File: src/rtl/control_trace_encoder.sv
// Re-encodes the datapath control bundle to its LEGLite opcode, packs PACK opcodes
// per word and queues the words in a small first-word-fall-through trace FIFO.
module control_trace_encoder #(
    parameter int PACK  = 4,
    parameter int DEPTH = 4
) (
    input  logic                         clock_i,
    input  logic                         reset_ni,
    input  logic                         in_valid_i,
    output logic                         in_ready_o,
    input  logic                         reg2loc_i,
    input  logic                         uncondbranch_i,
    input  logic                         branch_i,
    input  logic                         memread_i,
    input  logic                         memtoreg_i,
    input  logic [2:0]                   alu_select_i,
    input  logic                         memwrite_i,
    input  logic                         alusrc_i,
    input  logic                         regwrite_i,
    input  logic                         flush_i,
    output logic                         out_valid_o,
    input  logic                         out_ready_i,
    output logic [4*PACK-1:0]            out_word_o,
    output logic [$clog2(PACK+1)-1:0]    out_count_o,
    output logic                         illegal_seen_o,
    output logic [7:0]                   illegal_count_o
);

    localparam int W  = 4 * PACK;
    localparam int CW = $clog2(PACK + 1);
    localparam int AW = $clog2(DEPTH);
    localparam int OW = $clog2(DEPTH + 1);

    logic [10:0]   bundle;
    logic [3:0]    opcode;

    logic [CW-1:0] slot_q, slot_d, slot_inc;
    logic [W-1:0]  word_q, word_d, word_upd;
    logic          flush_pending_q, flush_pending_d;
    logic          illegal_seen_q, illegal_seen_d;
    logic [7:0]    illegal_count_q, illegal_count_d;

    logic [W-1:0]  mem_word_q [DEPTH];
    logic [CW-1:0] mem_cnt_q  [DEPTH];
    logic [AW-1:0] wr_ptr_q, rd_ptr_q;
    logic [OW-1:0] occ_q, occ_d;

    logic accept, push, pop, full, space, flush_req, last_slot, illegal;

    assign bundle = {reg2loc_i, uncondbranch_i, branch_i, memread_i, memtoreg_i,
                     alu_select_i, memwrite_i, alusrc_i, regwrite_i};

    // Exact match on all 11 bits; anything outside the table is reported as illegal.
    always_comb begin
        opcode = 4'hE;
        case (bundle)
            11'b00000_000_001: opcode = 4'h0;
            11'b00011_000_011: opcode = 4'h5;
            11'b10000_000_110: opcode = 4'h6;
            11'b10100_010_000: opcode = 4'h7;
            11'b00000_000_011: opcode = 4'h8;
            11'b00000_100_011: opcode = 4'h9;
            11'b00000_000_000: opcode = 4'hF;
            default:           opcode = 4'hE;
        endcase
    end

    assign full        = (occ_q == OW'(DEPTH));
    assign out_valid_o = (occ_q != '0);
    assign pop         = out_valid_o & out_ready_i;
    assign space       = !full | pop;
    assign in_ready_o  = !full & !flush_pending_q;
    assign accept      = in_valid_i & in_ready_o;
    assign flush_req   = flush_i | flush_pending_q;
    assign illegal     = accept & (opcode == 4'hE);

    assign out_word_o  = out_valid_o ? mem_word_q[rd_ptr_q] : '0;
    assign out_count_o = out_valid_o ? mem_cnt_q[rd_ptr_q]  : '0;

    assign illegal_seen_o  = illegal_seen_q;
    assign illegal_count_o = illegal_count_q;

    // word_q keeps unused slots at 4'hF so a flushed partial word is already padded.
    always_comb begin
        word_upd = word_q;
        for (int i = 0; i < PACK; i++) begin
            if (accept && (slot_q == CW'(i))) begin
                word_upd[4*i +: 4] = opcode;
            end
        end
        slot_inc  = slot_q + CW'(accept);
        last_slot = accept && (slot_q == CW'(PACK - 1));
        push      = last_slot | (flush_req & (slot_inc != '0) & space);

        slot_d          = push ? '0 : slot_inc;
        word_d          = push ? {W{1'b1}} : word_upd;
        flush_pending_d = flush_req & (slot_inc != '0) & !push;

        illegal_seen_d  = illegal_seen_q | illegal;
        illegal_count_d = illegal_count_q;
        if (illegal && (illegal_count_q != 8'hFF)) begin
            illegal_count_d = illegal_count_q + 8'd1;
        end

        occ_d = occ_q + OW'(push) - OW'(pop);
    end

    always_ff @(posedge clock_i or negedge reset_ni) begin
        if (!reset_ni) begin
            slot_q          <= '0;
            word_q          <= {W{1'b1}};
            flush_pending_q <= 1'b0;
            illegal_seen_q  <= 1'b0;
            illegal_count_q <= '0;
            wr_ptr_q        <= '0;
            rd_ptr_q        <= '0;
            occ_q           <= '0;
            for (int i = 0; i < DEPTH; i++) begin
                mem_word_q[i] <= '0;
                mem_cnt_q[i]  <= '0;
            end
        end else begin
            slot_q          <= slot_d;
            word_q          <= word_d;
            flush_pending_q <= flush_pending_d;
            illegal_seen_q  <= illegal_seen_d;
            illegal_count_q <= illegal_count_d;
            occ_q           <= occ_d;
            if (push) begin
                mem_word_q[wr_ptr_q] <= word_upd;
                mem_cnt_q[wr_ptr_q]  <= slot_inc;
                wr_ptr_q             <= wr_ptr_q + AW'(1);
            end
            if (pop) begin
                rd_ptr_q <= rd_ptr_q + AW'(1);
            end
        end
    end

endmodule

File: config.mk
export PLATFORM = sky130hd
export DESIGN_NAME = control_trace_encoder
export DESIGN_NICKNAME = d
export VERILOG_FILES = /design/src/rtl/control_trace_encoder.sv
export SDC_FILE = /design/constraint.sdc
export NUM_CORES = 1
export LEC_CHECK = 0
export ABC_AREA = 1
export BUFFER_PORTS_ARGS = -buffer_cell sky130_fd_sc_hd__clkbuf_2
export CAP_MARGIN = 20
export CORE_MARGIN = 5
export CORE_UTILIZATION = 25
export DETAILED_ROUTE_END_ITERATION = 16
export GPL_ROUTABILITY_DRIVEN = 0
export GPL_TIMING_DRIVEN = 1
export PLACE_DENSITY = 0.39
export SETUP_SLACK_MARGIN = 0.4
export SLEW_MARGIN = 20
export SYNTH_ARGS = -nofsm -noshare
export SYNTH_HDL_FRONTEND = slang
export SYNTH_SLANG_ARGS = --single-unit
File: constraint.sdc
create_clock -name clock_i -period 3.69 [get_ports clock_i]
set_clock_uncertainty 0.2 [all_clocks]
set_input_delay 0.1845 -clock clock_i [delete_from_list [all_inputs] [get_ports clock_i]]
set_output_delay 0.1845 -clock clock_i [all_outputs]
set_load 0.05 [all_outputs]
==> impl_results.md, run 1 <==
* Peak VDD IR at between 0.0004 and 0.0005 V
* Placement Cell Area at ~0.0062 mm²
* CTS tree: built
* Seq pwr share at 0.313
* Clock period minus worst slack at just over 3 ns
* Worst path bufs/invs at 3
* Max_cap viols at 0
* First-pass GRT wire length at between 20000 and 30000 µm
* WS Path Type: reg2reg
* Worst stage delay on the critical path at ~0.44 ns
* Post-DP HPWL at about 11000 µm
* Post-Syn Area at roughly 0.0057 mm²
* Slew HR at 0.4277
* Post-synthesis net count at around 760
* Final Cell Area at ~0.0066 mm²
* Flops & latches, synth at 112
* Skew-Pair Late Insertion Delay at roughly 0.36 ns
* Post-Syn Area per Cell at about 8 µm²
* Critical Path Source Type: register
* Switch share at 0.5038
* Vias/cell at 4.415
* R2R Setup Slk at a little over 0.6 ns
* Final hold violations at 0
* Final antenna-violating net count at 0
* Area grow syn2layout at 15.30%
* All-Layer GR Usage at 0.1326
* Slew Limit Fails at 0
* Top FF cell, synth: dfrtp_1
* P_sw at 3313 µW
* Die W at 160.9 µm
* Final setup violation count at 0
* Clock share of power at 0.151
* Run status: completed
* Comb pwr share at 0.536
* Top cell type by total area after synthesis: dfrtp_1
* Cells along the critical path: nor2_2 > nand2_2 > nand3_4 > inv_2 > ha_1 > ha_1 > xnor2_4 > nand3_2 > nand3_2 > nand2_4 > inv_1 > ha_1 > inv_1 > ha_1 > fa_1 > xor2_1
* Critical path arrival at between 3 and 4 ns
* Count of cell types in the netlist at 32
* Starting density of the core at 0.2529
* Layout Nets at 800
* HP Class: in2reg
* WP data required at about 3.7 ns
* P_leak at 0.003313 µW
* IO buf count at 45
* Post-CTS setup buffer count at 0
* Synth top area cells: dfrtp_1, nand2_1, dfstp_2
* Total grt overflow at 0
* Max Fclk at roughly 0.32 GHz
* Die ar. at around 0.026 mm²
* Drt total wl at 16510 µm
* Setup_tns at 0 ns
* Die height at between 150 and 200 µm
* DR vias at 4698
* EDFF count, synth at 0
* Core area at ~0.023 mm²
* Power Dens Cells at 1002 mW/mm²
* Initial antenna violation count at 0
* Ports at 46
* Synth Instances at between 700 and 800
* Vias in the first global route at about 4800
* CTS sink count at roughly 110
* CTS buffer count at 9
* Pint at about 3300 µW
* Largest delay share family, worst path: adder cells
* ANT cells at 0
* Commonest non-fill, non-tap cell in the layout: nand2_1
* Crit path max fanout at 6
* Top cell type's share of synthesized area at 0.4221
* Residual DRC at 0
* Root Buffer: clkbuf_16
* Crit share post-route at 0.8344
* Commonest non-fill, non-tap cells in the layout: nand2_1, nor2_1, dfrtp_1
* Worst-Margin Slew at roughly 0.86 ns
* Initial DRC count at roughly 260
* Largest net degree at the start of global routing at between 60 and 70
* Yosys warning count at 0
* FFs w/ async S/R, synth at 1.000
* CP most frequent cell: ha_1
* # rows at 55
* Maximum root-to-sink buffer count at 2
* H-tree levels at 3
* RSZ-0062 raised after global routing: false
* CP endpoint kind: register
* Initial DRT Pass Iterations at 4
* Routed len/inst at about 16 µm
* Clk slew on worst S/H paths at about 0.080 ns
* Share of cells above drive strength 1 at 0.1553
* Critical path's slowest cell: dfrtp_1
* Seq/Total Area, Yosys at 0.4959
-- per-layer routing --
layer  GRT usage  part of all wire  vias up
met1      0.1831              0.49     2203
met2      0.2151              0.45       71
met3     0.02592             0.039       17
li1            -                 -     2407
met5           0                 0        -
met4     0.03141             0.013        0
-- worst paths after layout --
check	startpoint	cells after the start	to
setup / recovery	occ_q[1]	16	occ_q[2]
max in group asynchronous	reset_ni	3	word_q[6]
setup reg to reg	occ_q[1]	16	occ_q[2]
hold / removal	out_ready_i	5	word_q[12]
min in group asynchronous	reset_ni	2	mem_word_q[46]
hold reg to reg	illegal_seen_o	1	illegal_seen_o
-- state kept, by name, summed over array words and instances (netlist names) --
name             flops
wr_ptr_q             2
slot_q               3
rd_ptr_q             2
word_q              16
occ_q                3
illegal_seen_o       1
flush_pending_q      1
mem_cnt_q           12
mem_word_q          64
illegal_count_o      8
-- cells in the mapped netlist, types with 2 or more instances --
library cell / count
buf_2: 8
nand2_2: 3
clkbuf_1: 14
ha_1: 9
nand2_4: 5
o21ai_1: 5
nand3_2: 3
dfrtp_1: 96
nand2_1: 222
or2_2: 4
buf_6: 6
nand3_1: 62
inv_2: 7
o21ai_0: 68
nor2_2: 2
xor2_1: 8
nor3_1: 7
a21oi_1: 21
dfstp_2: 16
nor2_1: 104
inv_1: 43
nor3_2: 2
or2_1: 7
-- layout make-up --
cell class / count / area (µm²)
fillers: 2452 / 15940
flip-flops and latches: 112 / 2823
multi-input cells: 539 / 2529
repair buffers: 62 / 372.9
well taps: 285 / 356.6
clock buffers: 13 / 270.3
inverters: 50 / 187.7
clock inverters: 3 / 23.77
-- worst min-delay path, cell delays in order --
cell and delay [ns]:
clkbuf_2 0.08, inv_1 0.08, nand2_1 0.07, nand3_2 0.10, nand3_1 0.07
-- timing repair --
action,4_1_cts,5_1_grt
endpoints found under the hold margin,46,0
gates resized for setup,0,2
endpoints found under the setup margin,0,4
hold buffers,2,0
-- cell families after synthesis --
kind of cell	count (synthesis)	synth area share
adders and majority gates	10	0.02330
AOI/OAI and AO/OA	94	0.08266
buffers and inverters	80	0.06309
and+or+nand+nor	425	0.3183
DFF	112	0.4959
xor gates and xnor gates	10	0.01671
-- per-stage QoR --
step	util	setup WS [ns]	std cells	hold slack [ns]	total power, µW
2_1_floorplan	-	0.5367	731	-0.3111	4679
3_3_place_gp	0.2771	0.6421	1046	0.1594	5670
3_5_place_dp	0.2771	0.5758	1046	0.1480	5669
4_1_cts	0.2910	0.5494	1064	0.01476	6690
5_1_grt	0.2916	0.4135	1064	0.04695	7141
6_report	0.2916	0.6109	1064	0.02012	6576
-- power groups by stage --
| stage | clock network, µW | registers, µW | logic (µW) |
|---|---|---|---|
| 4_1_cts | 1030 | 2060 | 3600 |
| 6_report | 995 | 2060 | 3520 |
| 3_5_place_dp | 0 | 2080 | 3590 |
| 3_3_place_gp | 0 | 2080 | 3590 |
| 5_1_grt | 1080 | 2130 | 3930 |
| 2_1_floorplan | 0 | 2080 | 2590 |
Power figures use the tool's default switching activity.
==> inputs of run 2 (changes only) <==
--- a/config.mk
+++ b/config.mk
@@ -13,7 +13,7 @@
 export DETAILED_ROUTE_END_ITERATION = 16
 export GPL_ROUTABILITY_DRIVEN = 0
 export GPL_TIMING_DRIVEN = 1
-export PLACE_DENSITY = 0.39
+export PLACE_DENSITY = 0.4
 export SETUP_SLACK_MARGIN = 0.4
 export SLEW_MARGIN = 20
 export SYNTH_ARGS = -nofsm -noshare
==> constraint.sdc (replaced) <==
create_clock -name clock_i -period 2.6 [get_ports clock_i]
set_clock_uncertainty 0.2 [all_clocks]
set_input_delay 0.13 -clock clock_i [delete_from_list [all_inputs] [get_ports clock_i]]
set_output_delay 0.13 -clock clock_i [all_outputs]
set_load 0.05 [all_outputs]
==> run 2 against run 1 <==
Net effect: the flow now finishes with violations (setup timing); critical path depth unchanged; utilization grew 7.4 points; setup slack got worse by 0.67 ns; flip-flop and latch count unchanged; final cell count increased by 6.1%; global-route usage up 1.3 points.
==> impl_results.md, run 2 (synthesized netlist as in run 1, its figures left out) <==
* Final WS setup at -0.06207 ns (-0.6730 ns)
* Layout Nets at 865 (+8.1%)
* First-pass GRT wire length at 29270 µm (+8.2%)
* Skew-Pair Late Insertion Delay at 0.36 ns (about the same)
* Final antenna-violating net count at 0 (unchanged)
* Critical path arrival at 2.70 ns (-0.43 ns)
* Slew Limit Fails at 0 (unchanged)
* Final hold violations at 0 (unchanged)
* DR vias at 5065 (+7.8%)
* Post-DP HPWL at 11230 µm (+3.1%)
* Largest register FFs at 64 (unchanged)
* Final setup violation count at 2 (+2)
* Peak VDD IR at 0.0004687 V (+14%)
* Die height at 160.9 µm (unchanged)
* Vias/cell at 4.486 (+1.6%)
* H-tree levels at 3 (unchanged)
* Initial DRT Pass Iterations at 4 (unchanged)
* Run status: complete, but fails checks
* IO buf count at 45 (unchanged)
* Final Util at 0.3654 (+0.07373)
* Commonest non-fill, non-tap cells in the layout: nand2_1, nor2_1, dfrtp_1
* CP most frequent cell: ha_4
* All-Layer GR Usage at 0.1455 (+0.01287)
* Commonest non-fill, non-tap cell in the layout: nand2_1
* Die W at 160.9 µm (unchanged)
* Total grt overflow at 0 (unchanged)
* Largest delay share family, worst path: adder cells
* Worst-Margin Slew at 0.6349 ns (-0.2236 ns)
* Critical path's slowest cell: dfrtp_1
* Slew HR at 0.5723 (+0.1446)
* CTS buffer count at 9 (unchanged)
* Worst stage delay on the critical path at 0.40 ns (-0.04 ns)
* Core area at 0.02250 mm² (unchanged)
* Top register by number of flip-flops: mem_word_q
* CP endpoint kind: register
* Maximum root-to-sink buffer count at 2 (unchanged)
* Crit path max fanout at 2 (-4)
* Biggest regs: mem_word_q (64), word_q (16), mem_cnt_q (12)
* Ports at 46 (unchanged)
* Vias in the first global route at 5139 (+6.7%)
* Area grow syn2layout at 44.45%
* Largest net degree at the start of global routing at 46 (-26%)
* CTS sink count at 112 (unchanged)
* Initial DRC count at 183 (-28%)
* Initial antenna violation count at 0 (unchanged)
* Root Buffer: clkbuf_16
* Failing checks: setup timing
* Die ar. at 0.02588 mm² (unchanged)
* WS Path Type: reg2reg
* Max Fclk at 0.3756 GHz (+16%)
* CTS tree: built
* # rows at 55 (unchanged)
* WP data required at 2.64 ns (-1.10 ns)
* Cells along the critical path: nor2_2 > nand2_2 > nand3_4 > inv_4 > ha_4 > ha_4 > xnor2_4 > nand3_2 > nand3_2 > nand2_4 > inv_4 > ha_4 > inv_2 > ha_4 > fa_2 > xor2_1
* Post-Layout Cell Count at 1129 (+6.1%)
* Clk slew on worst S/H paths at 0.07 ns (about the same)
* Clock period minus worst slack at 2.662 ns (-0.4170 ns)
* Starting density of the core at 0.2529 (unchanged)
* ANT cells at 0 (unchanged)
* Worst path bufs/invs at 3 (unchanged)
* Max_cap viols at 0 (unchanged)
* HP Class: in2async
* Critical Path Source Type: register
* Residual DRC at 0 (unchanged)
* RSZ-0062 raised after global routing: true
* Power Dens Cells at 1495 mW/mm² (+49%)
* Routed len/inst at 16.99 µm (+9.5%)
* Placed instance count at 1065 (+1.8%)
* Crit share post-route at 1.024 (+0.1894)
* R2R Setup Slk at -0.06 ns (-0.67 ns)
* P_leak at 0.003881 µW (+17%)
* Drt total wl at 19190 µm (+16%)
* Share of cells above drive strength 1 at 0.3235 (+0.1681)
[run 2: cell types whose count changed in the layout (fill, tap and decap cells not counted), moves of 7 or more]
| cell | delta |
|---|---|
| buf_8 | +7 |
| o21ai_1 | +25 |
| nand3_2 | +29 |
| o21ai_0 | -28 |
| nand3_1 | -30 |
| nand2_1 | -21 |
| a21oi_1 | -19 |
| clkbuf_2 | -20 |
| buf_4 | +15 |
| a21oi_2 | +16 |
| buf_12 | +23 |
| nand2_2 | +20 |
| buf_6 | +28 |
[run 2: final cells by class]
| class | count | area [µm²] |
|---|---|---|
| Timing Repair Buffer | 124 | 1506 |
| Sequential cell | 112 | 2825 |
| Timing Repair inverter | 3 | 35.03 |
| Multi-Input combinational cell | 539 | 2973 |
| Tap cell | 285 | 356.6 |
| Clock inverter | 3 | 17.52 |
| Clock buffer | 13 | 250.2 |
| Inverter | 50 | 257.7 |
| Fill cell | 2318 | 14280 |
[run 2: worst paths after layout]
check	cells past startpoint	startpoint	endpoint
max	16	occ_q[0]	occ_q[2]
min	2	reset_ni	mem_word_q[6]
max reg2reg	16	occ_q[0]	occ_q[2]
min reg2reg	2	mem_word_q[5]	mem_word_q[5]
max in group asynchronous	3	reset_ni	word_q[0]
min in group clock_i	4	out_ready_i	rd_ptr_q[0]
[run 2: routing by layer]
layer,part of all wire,vias up,track usage,wire [µm]
met2,0.47,69,0.2391,9100
li1,-,2544,-,-
met3,0.032,18,0.01899,616
met4,0.018,0,0.04382,336
met5,0,-,0,0
met1,0.48,2434,0.2005,9132
[run 2: per-stage QoR]
step	setup TNS [ns]	area (µm²)	setup WS [ns]	hold slack, ns	total power, µW
after CTS	-0.1268	7752	-0.07204	0.05433	11430
after detailed placement	-0.3026	6658	-0.1682	-0.1001	8671
after global placement	-0.2549	6658	-0.1475	-0.1031	8666
after floorplan	-0.7207	5976	-0.3751	-0.3656	7038
final	-0.1076	8222	-0.06207	0.05444	12300
after global routing	-3.111	8222	-0.1724	0.08818	13100
[run 2: where the power goes]
| group | leakage, µW | switching, µW | total, µW | internal (µW) |
|---|---|---|---|---|
| registers | 0.00133 | 440 | 2970 | 2530 |
| logic | 0.00242 | 4600 | 8000 | 3400 |
| clock network | 0.000130 | 655 | 1330 | 677 |
| total | 0.00388 | 5690 | 12300 | 6600 |
[run 2: worst reg2reg max path: cells and delay by family, from the launching register on]
kind,cells,cell delay (ns)
flip-flops,1,0.40
AND/OR/NAND/NOR,6,0.53
XOR/XNOR,2,0.26
buffers and inverters,3,0.12
adder cells (fa/ha/maj),5,1.04
[run 2: repair_timing]
item	4_1_cts	5_1_grt
hold endpoints to repair	104	0
pin swaps	12	9
setup buffers	22	11
gates resized for setup	100	119
hold buffers	2	0
setup endpoints to repair	103	116
gates cloned	9	4
